`config.mk`:
```
export PLATFORM = sky130hd
export DESIGN_NAME = led_bank_arbiter_flat
export DESIGN_NICKNAME = d
export VERILOG_FILES = /design/src/rtl/led_bank_arbiter_if.sv /design/src/rtl/led_bank_arbiter.sv /design/src/flat_wrapper.sv
export SDC_FILE = /design/constraint.sdc
export NUM_CORES = 1
export LEC_CHECK = 0
export CAP_MARGIN = 15
export CORE_MARGIN = 3
export CORE_UTILIZATION = 51
export CTS_CLUSTER_DIAMETER = 120
export DETAILED_ROUTE_END_ITERATION = 7
export PLACE_DENSITY_LB_ADDON = 0.3
export RECOVER_POWER = 50
export SYNTH_ARGS = -nofsm -noshare
export SYNTH_HDL_FRONTEND = slang
export SYNTH_SLANG_ARGS = --single-unit
export TNS_END_PERCENT = 10
```
`constraint.sdc`:
```
create_clock -name clk -period 3.2 [get_ports clk]
set_input_delay 0.96 -clock clk [delete_from_list [all_inputs] [get_ports clk]]
set_output_delay 0.96 -clock clk [all_outputs]
set_load 0.02 [all_outputs]
```
`src/rtl/led_bank_arbiter_if.sv`:
```
`default_nettype none
//============================================================================
// led_bank_arbiter_if : request/pattern inputs and LED/status outputs
// Rev 1.0
//============================================================================
interface led_bank_arbiter_if;
    logic [3:0] req;
    logic [7:0] pat0;
    logic [7:0] pat1;
    logic [7:0] pat2;
    logic [7:0] pat3;
    logic [7:0] leds;
    logic [3:0] grant;
    logic [1:0] owner;
    logic       busy;
    logic       timeout;
    logic [1:0] state_out;

    modport master (
        output req, pat0, pat1, pat2, pat3,
        input  leds, grant, owner, busy, timeout, state_out
    );

    modport slave (
        input  req, pat0, pat1, pat2, pat3,
        output leds, grant, owner, busy, timeout, state_out
    );
endinterface
`default_nettype wire

```
`src/rtl/led_bank_arbiter.sv`:
```
`default_nettype none
//============================================================================
// led_bank_arbiter : round-robin owner of the shared 8-LED bank with hold/gap
// Rev 1.0
//============================================================================
module led_bank_arbiter #(
    parameter int unsigned MIN_HOLD     = 13000000,
    parameter int unsigned MAX_HOLD     = 650000000,
    parameter int unsigned GAP_CYCLES   = 1300000,
    parameter logic [7:0]  IDLE_PATTERN = 8'b00001111
) (
    input  wire logic              clk,
    input  wire logic              reset,
    led_bank_arbiter_if.slave      bus
);
    localparam logic [31:0] c_min_last = 32'(MIN_HOLD - 1);
    localparam logic [31:0] c_max_last = 32'(MAX_HOLD - 1);
    localparam logic [31:0] c_gap_last = 32'(GAP_CYCLES - 1);

    typedef enum logic [1:0] {
        S_IDLE  = 2'd0,
        S_GRANT = 2'd1,
        S_GAP   = 2'd2
    } state_t;

    state_t      r_state;
    state_t      w_next_state;
    logic [3:0]  r_grant;
    logic [1:0]  r_owner;
    logic [1:0]  r_rr;
    logic [7:0]  r_leds;
    logic        r_busy;
    logic        r_timeout;
    logic [31:0] r_hold_cnt;
    logic [31:0] r_gap_cnt;

    logic [3:0]  w_rot;
    logic [1:0]  w_off;
    logic [1:0]  w_sel;
    logic        w_any_req;
    logic        w_release;
    logic        w_preempt;
    logic        w_gap_done;
    logic [7:0]  w_owner_pat;

    // Rotate requests so bit 0 is the round-robin pointer's index.
    assign w_rot      = 4'({bus.req, bus.req} >> r_rr);
    assign w_sel      = r_rr + w_off;
    assign w_any_req  = |bus.req;
    assign w_release  = !bus.req[r_owner] && (r_hold_cnt >= c_min_last);
    assign w_preempt  = (r_hold_cnt >= c_max_last) && (|(bus.req & ~r_grant));
    assign w_gap_done = (r_gap_cnt >= c_gap_last);

    always_comb begin
        w_off = 2'd3;
        if (w_rot[0])      w_off = 2'd0;
        else if (w_rot[1]) w_off = 2'd1;
        else if (w_rot[2]) w_off = 2'd2;
    end

    always_comb begin
        w_owner_pat = bus.pat0;
        case (r_owner)
            2'd1:    w_owner_pat = bus.pat1;
            2'd2:    w_owner_pat = bus.pat2;
            2'd3:    w_owner_pat = bus.pat3;
            default: w_owner_pat = bus.pat0;
        endcase
    end

    always_comb begin
        w_next_state = r_state;
        case (r_state)
            S_IDLE:  if (w_any_req) w_next_state = S_GRANT;
            S_GRANT: if (w_release || w_preempt) w_next_state = S_GAP;
            S_GAP:   if (w_gap_done) w_next_state = w_any_req ? S_GRANT : S_IDLE;
            default: w_next_state = S_IDLE;
        endcase
    end

    always_ff @(posedge clk or negedge reset) begin
        if (!reset) r_state <= S_IDLE;
        else        r_state <= w_next_state;
    end

    // Outputs are registered from the next state so they line up with r_state.
    always_ff @(posedge clk or negedge reset) begin
        if (!reset) begin
            r_grant    <= 4'b0000;
            r_owner    <= 2'd0;
            r_rr       <= 2'd0;
            r_leds     <= IDLE_PATTERN;
            r_busy     <= 1'b0;
            r_timeout  <= 1'b0;
            r_hold_cnt <= 32'd0;
            r_gap_cnt  <= 32'd0;
        end else begin
            r_timeout <= (r_state == S_GRANT) && w_preempt && !w_release;
            case (w_next_state)
                S_GRANT: begin
                    r_busy <= 1'b1;
                    if (r_state == S_GRANT) begin
                        r_leds <= w_owner_pat;
                        if (r_hold_cnt != 32'hFFFF_FFFF) r_hold_cnt <= r_hold_cnt + 32'd1;
                    end else begin
                        r_grant    <= 4'b0001 << w_sel;
                        r_owner    <= w_sel;
                        r_hold_cnt <= 32'd0;
                        // New owner's pattern appears one cycle after the grant.
                        r_leds     <= (r_state == S_IDLE) ? IDLE_PATTERN : 8'h00;
                    end
                end
                S_GAP: begin
                    r_busy  <= 1'b0;
                    r_grant <= 4'b0000;
                    r_leds  <= 8'h00;
                    if (r_state == S_GRANT) begin
                        r_rr      <= r_owner + 2'd1;
                        r_gap_cnt <= 32'd0;
                    end else begin
                        r_gap_cnt <= r_gap_cnt + 32'd1;
                    end
                end
                default: begin
                    r_busy  <= 1'b0;
                    r_grant <= 4'b0000;
                    r_leds  <= IDLE_PATTERN;
                end
            endcase
        end
    end

    assign bus.leds      = r_leds;
    assign bus.grant     = r_grant;
    assign bus.owner     = r_owner;
    assign bus.busy      = r_busy;
    assign bus.timeout   = r_timeout;
    assign bus.state_out = r_state;
endmodule
`default_nettype wire

```
`src/flat_wrapper.sv`:
```
// flat-port wrapper written by rule: the top's interface ports become plain ports
module led_bank_arbiter_flat 
#(
    parameter int unsigned MIN_HOLD     = 13000000,
    parameter int unsigned MAX_HOLD     = 650000000,
    parameter int unsigned GAP_CYCLES   = 1300000,
    parameter logic [7:0]  IDLE_PATTERN = 8'b00001111
)
  (clk, reset, bus_req, bus_pat0, bus_pat1, bus_pat2, bus_pat3, bus_leds, bus_grant, bus_owner, bus_busy, bus_timeout, bus_state_out);
  led_bank_arbiter_if bus_i ();
  input  wire logic clk;
  input  wire logic reset;
  input wire logic [$bits(bus_i.req)-1:0] bus_req;
  input wire logic [$bits(bus_i.pat0)-1:0] bus_pat0;
  input wire logic [$bits(bus_i.pat1)-1:0] bus_pat1;
  input wire logic [$bits(bus_i.pat2)-1:0] bus_pat2;
  input wire logic [$bits(bus_i.pat3)-1:0] bus_pat3;
  output wire logic [$bits(bus_i.leds)-1:0] bus_leds;
  output wire logic [$bits(bus_i.grant)-1:0] bus_grant;
  output wire logic [$bits(bus_i.owner)-1:0] bus_owner;
  output wire logic [$bits(bus_i.busy)-1:0] bus_busy;
  output wire logic [$bits(bus_i.timeout)-1:0] bus_timeout;
  output wire logic [$bits(bus_i.state_out)-1:0] bus_state_out;
  assign bus_i.req = bus_req;
  assign bus_i.pat0 = bus_pat0;
  assign bus_i.pat1 = bus_pat1;
  assign bus_i.pat2 = bus_pat2;
  assign bus_i.pat3 = bus_pat3;
  assign bus_leds = bus_i.leds;
  assign bus_grant = bus_i.grant;
  assign bus_owner = bus_i.owner;
  assign bus_busy = bus_i.busy;
  assign bus_timeout = bus_i.timeout;
  assign bus_state_out = bus_i.state_out;
  led_bank_arbiter #(.MIN_HOLD(MIN_HOLD), .MAX_HOLD(MAX_HOLD), .GAP_CYCLES(GAP_CYCLES), .IDLE_PATTERN(IDLE_PATTERN)) u_core (.clk(clk), .reset(reset), .bus(bus_i));
endmodule
```
# Word level (Yosys, flattened, before mapping)
# Index checks and enable logic that the tools add are counted.
classes:
  add_sub_neg: 4
  order_cmp: 4
  n_eq_ne: 10
  shift: 2
  n_mux: 20
  bitwise: 3
  reduce_logical: 13
op_table:
  columns: ["cell", "count"]
  rows:
  - ["two-way mux 32 bit", 3]
  - ["adder 32 x 1 -> 32 bit (second input constant)", 2]
  - ["greater-or-equal comparator 32 x 21 -> 1 bit (second input constant)", 1]
  - ["greater-or-equal comparator 32 x 24 -> 1 bit (second input constant)", 1]
  - ["greater-or-equal comparator 32 x 30 -> 1 bit (second input constant)", 1]
  - ["!= test 32 bit (second input constant)", 1]
  - ["one-hot mux 8 bit (3 select lines)", 1]
  - ["one-hot mux 8 bit (2 select lines)", 1]
  - ["two-way mux 4 bit", 3]
  - ["two-way mux 2 bit", 5]
  - ["equality test 2 bit (second input constant)", 4]
  - ["two-way mux 8 bit", 1]
  - ["OR reduction 4 bit", 2]
  - ["right shift 8 x 2 -> 3 bit", 1]
  - ["equality test 2 x 1 -> 1 bit (second input constant)", 3]
  - ["one-hot mux 2 bit (3 select lines)", 1]
  - ["AND reduction 2 bit", 3]
  - ["AND 4 bit", 1]
  - ["logical AND 1 bit", 4]
  - ["two-way mux 1 bit", 4]
  - ["!= test 2 bit (second input constant)", 2]
  - ["inverter 4 bit", 1]
  - ["<< shifter 1 x 2 -> 4 bit (first input constant)", 1]
  - ["< comparator 2 x 3 -> 1 bit (second input constant)", 1]
  - ["other kinds (7)", 8]
totals:
  register_bits: 84
  inputBits: 38
  elab_cells: 65

# Depth between registers and ports, before layout
logic_depth:
  depth_word: 9
  depth_mapped: 14
  depth_no_buf: 14

# Worst setup path after synthesis
# Ideal clock, no wire load.
synth_timing:
  path_type: "input port to flip-flop"
  from: "input bus_req[2]"
  to: "register u_core.r_hold_cnt[21]"
  t_arrival_ns: 3.051
  required_time_ns: 3.068
  setup_slack_ns: 0.017
  path_stages: 12
  n_path_buf: 1
  path_cell_list: "inv_1 -> mux4_2 -> o21ai_1 -> nand2_1 -> o32ai_1 -> ha_1 -> buf_4 -> and4_1 -> nand4_1 -> or3_1 -> xor2_1 -> nor2_1"
synth_between:
  elab_chain_len: 9
  elab_cells_between_ends: 16
  classes_between: "1 x eq/ne; 7 x mux; 1 x bitwise; 7 x reduce/logical"
synth_lines:
  columns: ["element", "line_no", "source"]
  rows:
  - ["start: declaration", "flat_wrapper.sv:13", "input wire logic [$bits(bus_i.req)-1:0] bus_req;"]
  - ["binary-select mux 1 bit (select 2 bit)", "led_bank_arbiter.sv:50", "assign w_release = !bus.req[r_owner] && (r_hold_cnt >= c_min_last);"]
  - ["two-way mux 1 bit (implied by the code)", "led_bank_arbiter.sv:50", null]
  - ["zero test 1 bit", "led_bank_arbiter.sv:50", null]
  - ["logical AND 1 bit", "led_bank_arbiter.sv:50", null]
  - ["logical OR 1 bit", "led_bank_arbiter.sv:75", "S_GRANT: if (w_release || w_preempt) w_next_state = S_GAP;"]
  - ["two-way mux 2 bit", "led_bank_arbiter.sv:75", null]
  - ["one-hot mux 2 bit (3 select lines) (*)", "led_bank_arbiter.sv:73", "case (r_state)"]
  - ["named net u_core.w_next_state[0]", "led_bank_arbiter.sv:27", "state_t w_next_state;"]
  - ["equality test 2 x 1 -> 1 bit (*)", "led_bank_arbiter.sv:99", "case (w_next_state)"]
  - ["AND reduction 2 bit (no source line) (*)", null, null]
  - ["end signal: assignment", "led_bank_arbiter.sv:104", "if (r_hold_cnt != 32'hFFFF_FFFF) r_hold_cnt <= r_hold_cnt + 32'd1;"]
  - ["end: declaration", "led_bank_arbiter.sv:34", "logic [31:0] r_hold_cnt;"]
# The timed path passes the listed nets; every way through them passes the cells marked *. The select of a mux whose other input is x is not followed.
# A chain may end at the register's enable or synchronous reset.

# Final worst setup path
layout_timing:
  from: "register u_core.r_hold_cnt[19]"
  to: "register u_core.r_gap_cnt[15]"
layout_between:
  elab_chain_len: 6
  elab_cells_between_ends: 8
  classes_between: "2 x order compare; 1 x eq/ne; 2 x mux; 3 x reduce/logical"
layout_lines:
  columns: ["element", "line_no", "source"]
  rows:
  - ["greater-or-equal comparator 32 x 24 -> 1 bit / greater-or-equal comparator 32 x 30 -> 1 bit (equally long branches)", "led_bank_arbiter.sv:50, led_bank_arbiter.sv:51", null]
  - ["logical AND 1 bit, on equally long branches", "led_bank_arbiter.sv:50, led_bank_arbiter.sv:51", null]
  - ["logical OR 1 bit (*)", "led_bank_arbiter.sv:75", null]
  - ["two-way mux 2 bit (*)", "led_bank_arbiter.sv:75", null]
  - ["one-hot mux 2 bit (3 select lines) (*)", "led_bank_arbiter.sv:73", null]
  - ["equality test 2 bit (*)", "led_bank_arbiter.sv:99", null]
  - ["end signal: assignment", "led_bank_arbiter.sv:121", "r_gap_cnt <= r_gap_cnt + 32'd1;"]
  - ["end: declaration", "led_bank_arbiter.sv:35", "logic [31:0] r_gap_cnt;"]
# Every way passes the cells marked *; elsewhere a longest branch is shown, timed or not.

==> reports/qor.txt <==
Antenna violations before repair: 0
Tmin final: 3.13 ns
R2r setup slk: 0.07 ns
WP data required: 3.45 ns
Largest net degree at the start of global routing: 82
Antenna diodes: 0
Worst path slowest cell: or3_4
Leak Pwr: 2.71 nW
Async SR Flop Fraction: 100%
CP cell instances: or3_4 -> nor4_4 -> o311a_1 -> o21ai_2 -> nand2_1 -> buf_6 -> o32a_1 -> ha_4 -> nand4_1 -> buf_4 -> nor4_4 -> buf_2 -> nand3_1 -> xor2_1 -> nor2_1
Pwr dens: 602 nW/µm²
Die span in y: 104 µm
Via count: 4807
Place WS: -0.551 ns
CP bufs+invs: 3
Vias in the first global route: 4655
Layout cells sized above 1: 20.6%
Max-cap viol count: 1
Sink Count: 84
Drt wl/cell: 17.1 µm
Crit path depth: 15
Core area: 9280 µm²
Delay-heaviest family, CP: simple AND/OR/NAND/NOR gates
Peak VDD IR: 332 µV
Initial drt markers: 433
EDFF count, synth: 0
Placed Area: 5830 µm²
Endpoint type of the worst setup path: flop
Post-Syn Instances: 548
Critical R2R Capture: u_core.r_gap_cnt[15]
Fin Hold WS: 0.544 ns
Most used cell, CP: nor4_4
DRC: 0
Nets: 703
Root buf cell: clkbuf_8
Avg Inst Size Synth: 8.91 µm²
R2R cell count: 15
Area grow syn2layout: 29.4%
Post-route ant nets: 0
I/O Buffers: 55
Drt pass-1 iters: 5
Rel. slew slack: -32.6%
Violated checks: capacitance limit, slew limit
Post-synthesis sequential area ratio: 43.2%
Final WS setup: 0.0709 ns
Outcome: finished, violations left
Final wirelength: 13500 µm
Critical Path Sink: u_core.r_gap_cnt[15]
Commonest cells after routing, fill and taps aside: 77 x dfrtp_1, 64 x nor2_1, 64 x buf_4
Reg clk slew, reported paths: 0.09 ns
Final HPWL DP: 9030 µm
CP arrival: 3.38 ns
First-pass GRT wire length: 22200 µm
Crit Path Class: flop to flop
Most common cell after layout, fill and taps aside: dfrtp_1
Top FF cell, synth: dfrtp_1
GR Util All Layers: 24.6%
Worst skew pair latency: 0.36 ns
Hold Crit Class: flop to flop
Final Max Tran Viols: 82
CTS HTree Levels: 3
Total gr overflow: 0
Worst slew pin tran: 1.99 ns
Die ar.: 10800 µm²
I/O pin count: 56
Final Hold Viols: 0
CP Max Fanout: 4
Die X: 104 µm
Post-Layout Inst Area: 6320 µm²
Final setup viols: 0
Distinct cells, synth: 65
Post-Syn Nets: 595
Reg-to-Reg Start: u_core.r_hold_cnt[19]
Clock Skews: 0.0118 ns
CTS tree: yes
Tcrit/Tclk final: 97.8%
CTS buffer count: 9
Pwr Total: 0.00380 W
Via/cell ratio: 6.08
Startpoint types: flop
Clock Tree Buf Depth: 2
Routability cong.: 0.903
Seq cells post-synth: 84
Maximum clock frequency: 320 MHz
Setup repair after global routing missed its margin: true
Crit-path max cell delay: 0.41 ns
Initial Util: 52.6%
Setup crit start: u_core.r_hold_cnt[19]
Row count: 35
Ys Warns: 0
Post-Syn Area: 4880 µm²
==> worst reg2reg max path, stage by stage, from the launching register on <==
cell	delay (ns)
dfrtp_1	0.39
or3_4	0.41
nor4_4	0.15
o311a_1	0.25
o21ai_2	0.09
nand2_1	0.12
buf_6	0.12
o32a_1	0.18
ha_4	0.16
nand4_1	0.13
buf_4	0.19
nor4_4	0.32
buf_2	0.21
nand3_1	0.10
xor2_1	0.15
nor2_1	0.05
==> report_power, final <==
group          switching, W  internal, W
combinational      0.000865     0.000693
clock              0.000420     0.000452
sequential         0.000144      0.00123
total               0.00143      0.00238
==> layer usage <==
layer / track usage (%) / share of wire [%] / up-vias
li1: - / - / 2234
met3: 3.61 / 6.5 / 37
met2: 39.5 / 48 / 208
met5: 0 / 0 / -
met4: 9.88 / 2.4 / 0
met1: 33.5 / 43 / 2328
==> worst min path at each step <==
stage,startpoint,end,slack (ns),cells after the start
6_report,u_core.r_gap_cnt[17],u_core.r_gap_cnt[17],0.54,2
5_1_grt,u_core.r_hold_cnt[12],u_core.r_hold_cnt[12],0.58,1
4_1_cts,u_core.r_hold_cnt[1],u_core.r_hold_cnt[1],0.54,2
3_5_place_dp,u_core.r_hold_cnt[1],u_core.r_hold_cnt[1],0.52,2
3_3_place_gp,u_core.r_hold_cnt[1],u_core.r_hold_cnt[1],0.50,2
2_1_floorplan,u_core.r_hold_cnt[1],u_core.r_hold_cnt[1],0.47,2
==> flip-flops by register name, summed over array words and instances, names as in the netlist <==
register,cells
u_core.bus.timeout,1
u_core.bus.grant,4
u_core.bus.state_out,2
u_core.bus.leds,8
u_core.r_gap_cnt,32
u_core.bus.busy,1
u_core.r_hold_cnt,32
u_core.bus.owner,2
u_core.r_rr,2
==> Yosys cell counts, types with 2 or more instances <==
library cell,instances,area (µm²)
o2111ai_1,2,17.5
mux2_2,2,22.5
or3_1,8,50.1
a211oi_1,2,15.0
clkbuf_1,18,67.6
o32ai_1,2,17.5
xnor2_1,11,96.3
nor3_2,2,20.0
a21o_1,2,15.0
o311ai_0,2,17.5
o211ai_1,5,37.5
nor4b_1,2,17.5
o21ai_1,3,15.0
nor3_1,20,100
a222oi_1,8,80.1
buf_6,2,22.5
nand2_1,52,195
buf_4,2,15.0
nand3_1,35,175
and4_1,5,43.8
or4_1,3,22.5
nor4_1,9,56.3
o311ai_1,4,35.0
a22oi_1,2,15.0
inv_1,15,56.3
a21oi_1,25,125
nor2_1,67,251
a31oi_1,4,25.0
nand4_1,25,156
o31ai_1,6,45.0
and3_1,10,62.6
dfstp_2,4,105
o22ai_1,3,18.8
ha_1,9,113
nor4_2,2,25.0
a22o_1,3,26.3
nand3_2,2,20.0
nand4b_1,2,17.5
o21ai_0,32,160
dfrtp_1,80,2000
xor2_1,25,219
buf_2,3,15.0
nand2b_1,6,37.5
==> through the flow <==
| step | TNS [ns] | util [%] | cells |
|---|---|---|---|
| 6_report | 0 | 68.0 | 790 |
| 5_1_grt | -0.808 | 68.0 | 790 |
| 4_1_cts | 0 | 66.5 | 781 |
| 3_5_place_dp | -28.51 | 62.8 | 756 |
| 3_3_place_gp | -21.96 | 62.8 | 756 |
| 2_1_floorplan | 0 | - | 548 |
==> final cells by class <==
class / count / area (µm²)
inverters: 16 / 63.8
repair buffers: 123 / 1040
fillers: 727 / 2970
flip-flops and latches: 84 / 2110
well taps: 129 / 161
clock buffers: 9 / 124
clock inverters: 7 / 103
multi-input cells: 422 / 2710
==> kinds of logic (layout without fill, tap and decap cells) <==
group           after synthesis  count (layout)  share of synthesized area, %
xor+xnor                     36              36                          6.46
buf+inv                      42             155                          3.97
compound gates              112             112                          14.9
flops                        84              84                          43.2
simple gates                261             261                          28.0
fa+ha+maj                     9               9                          2.31
mux                           4               4                          1.13
==> what timing repair did <==
item / CTS / global route
pin swaps: 11 / 21
gates resized for setup: 15 / 33
buffers inserted: 9 / 9
endpoints found under the setup margin: 48 / 36
gates cloned: 0 / 1
hold buffers: 0 / 0
Power figures use the tool's default switching activity.
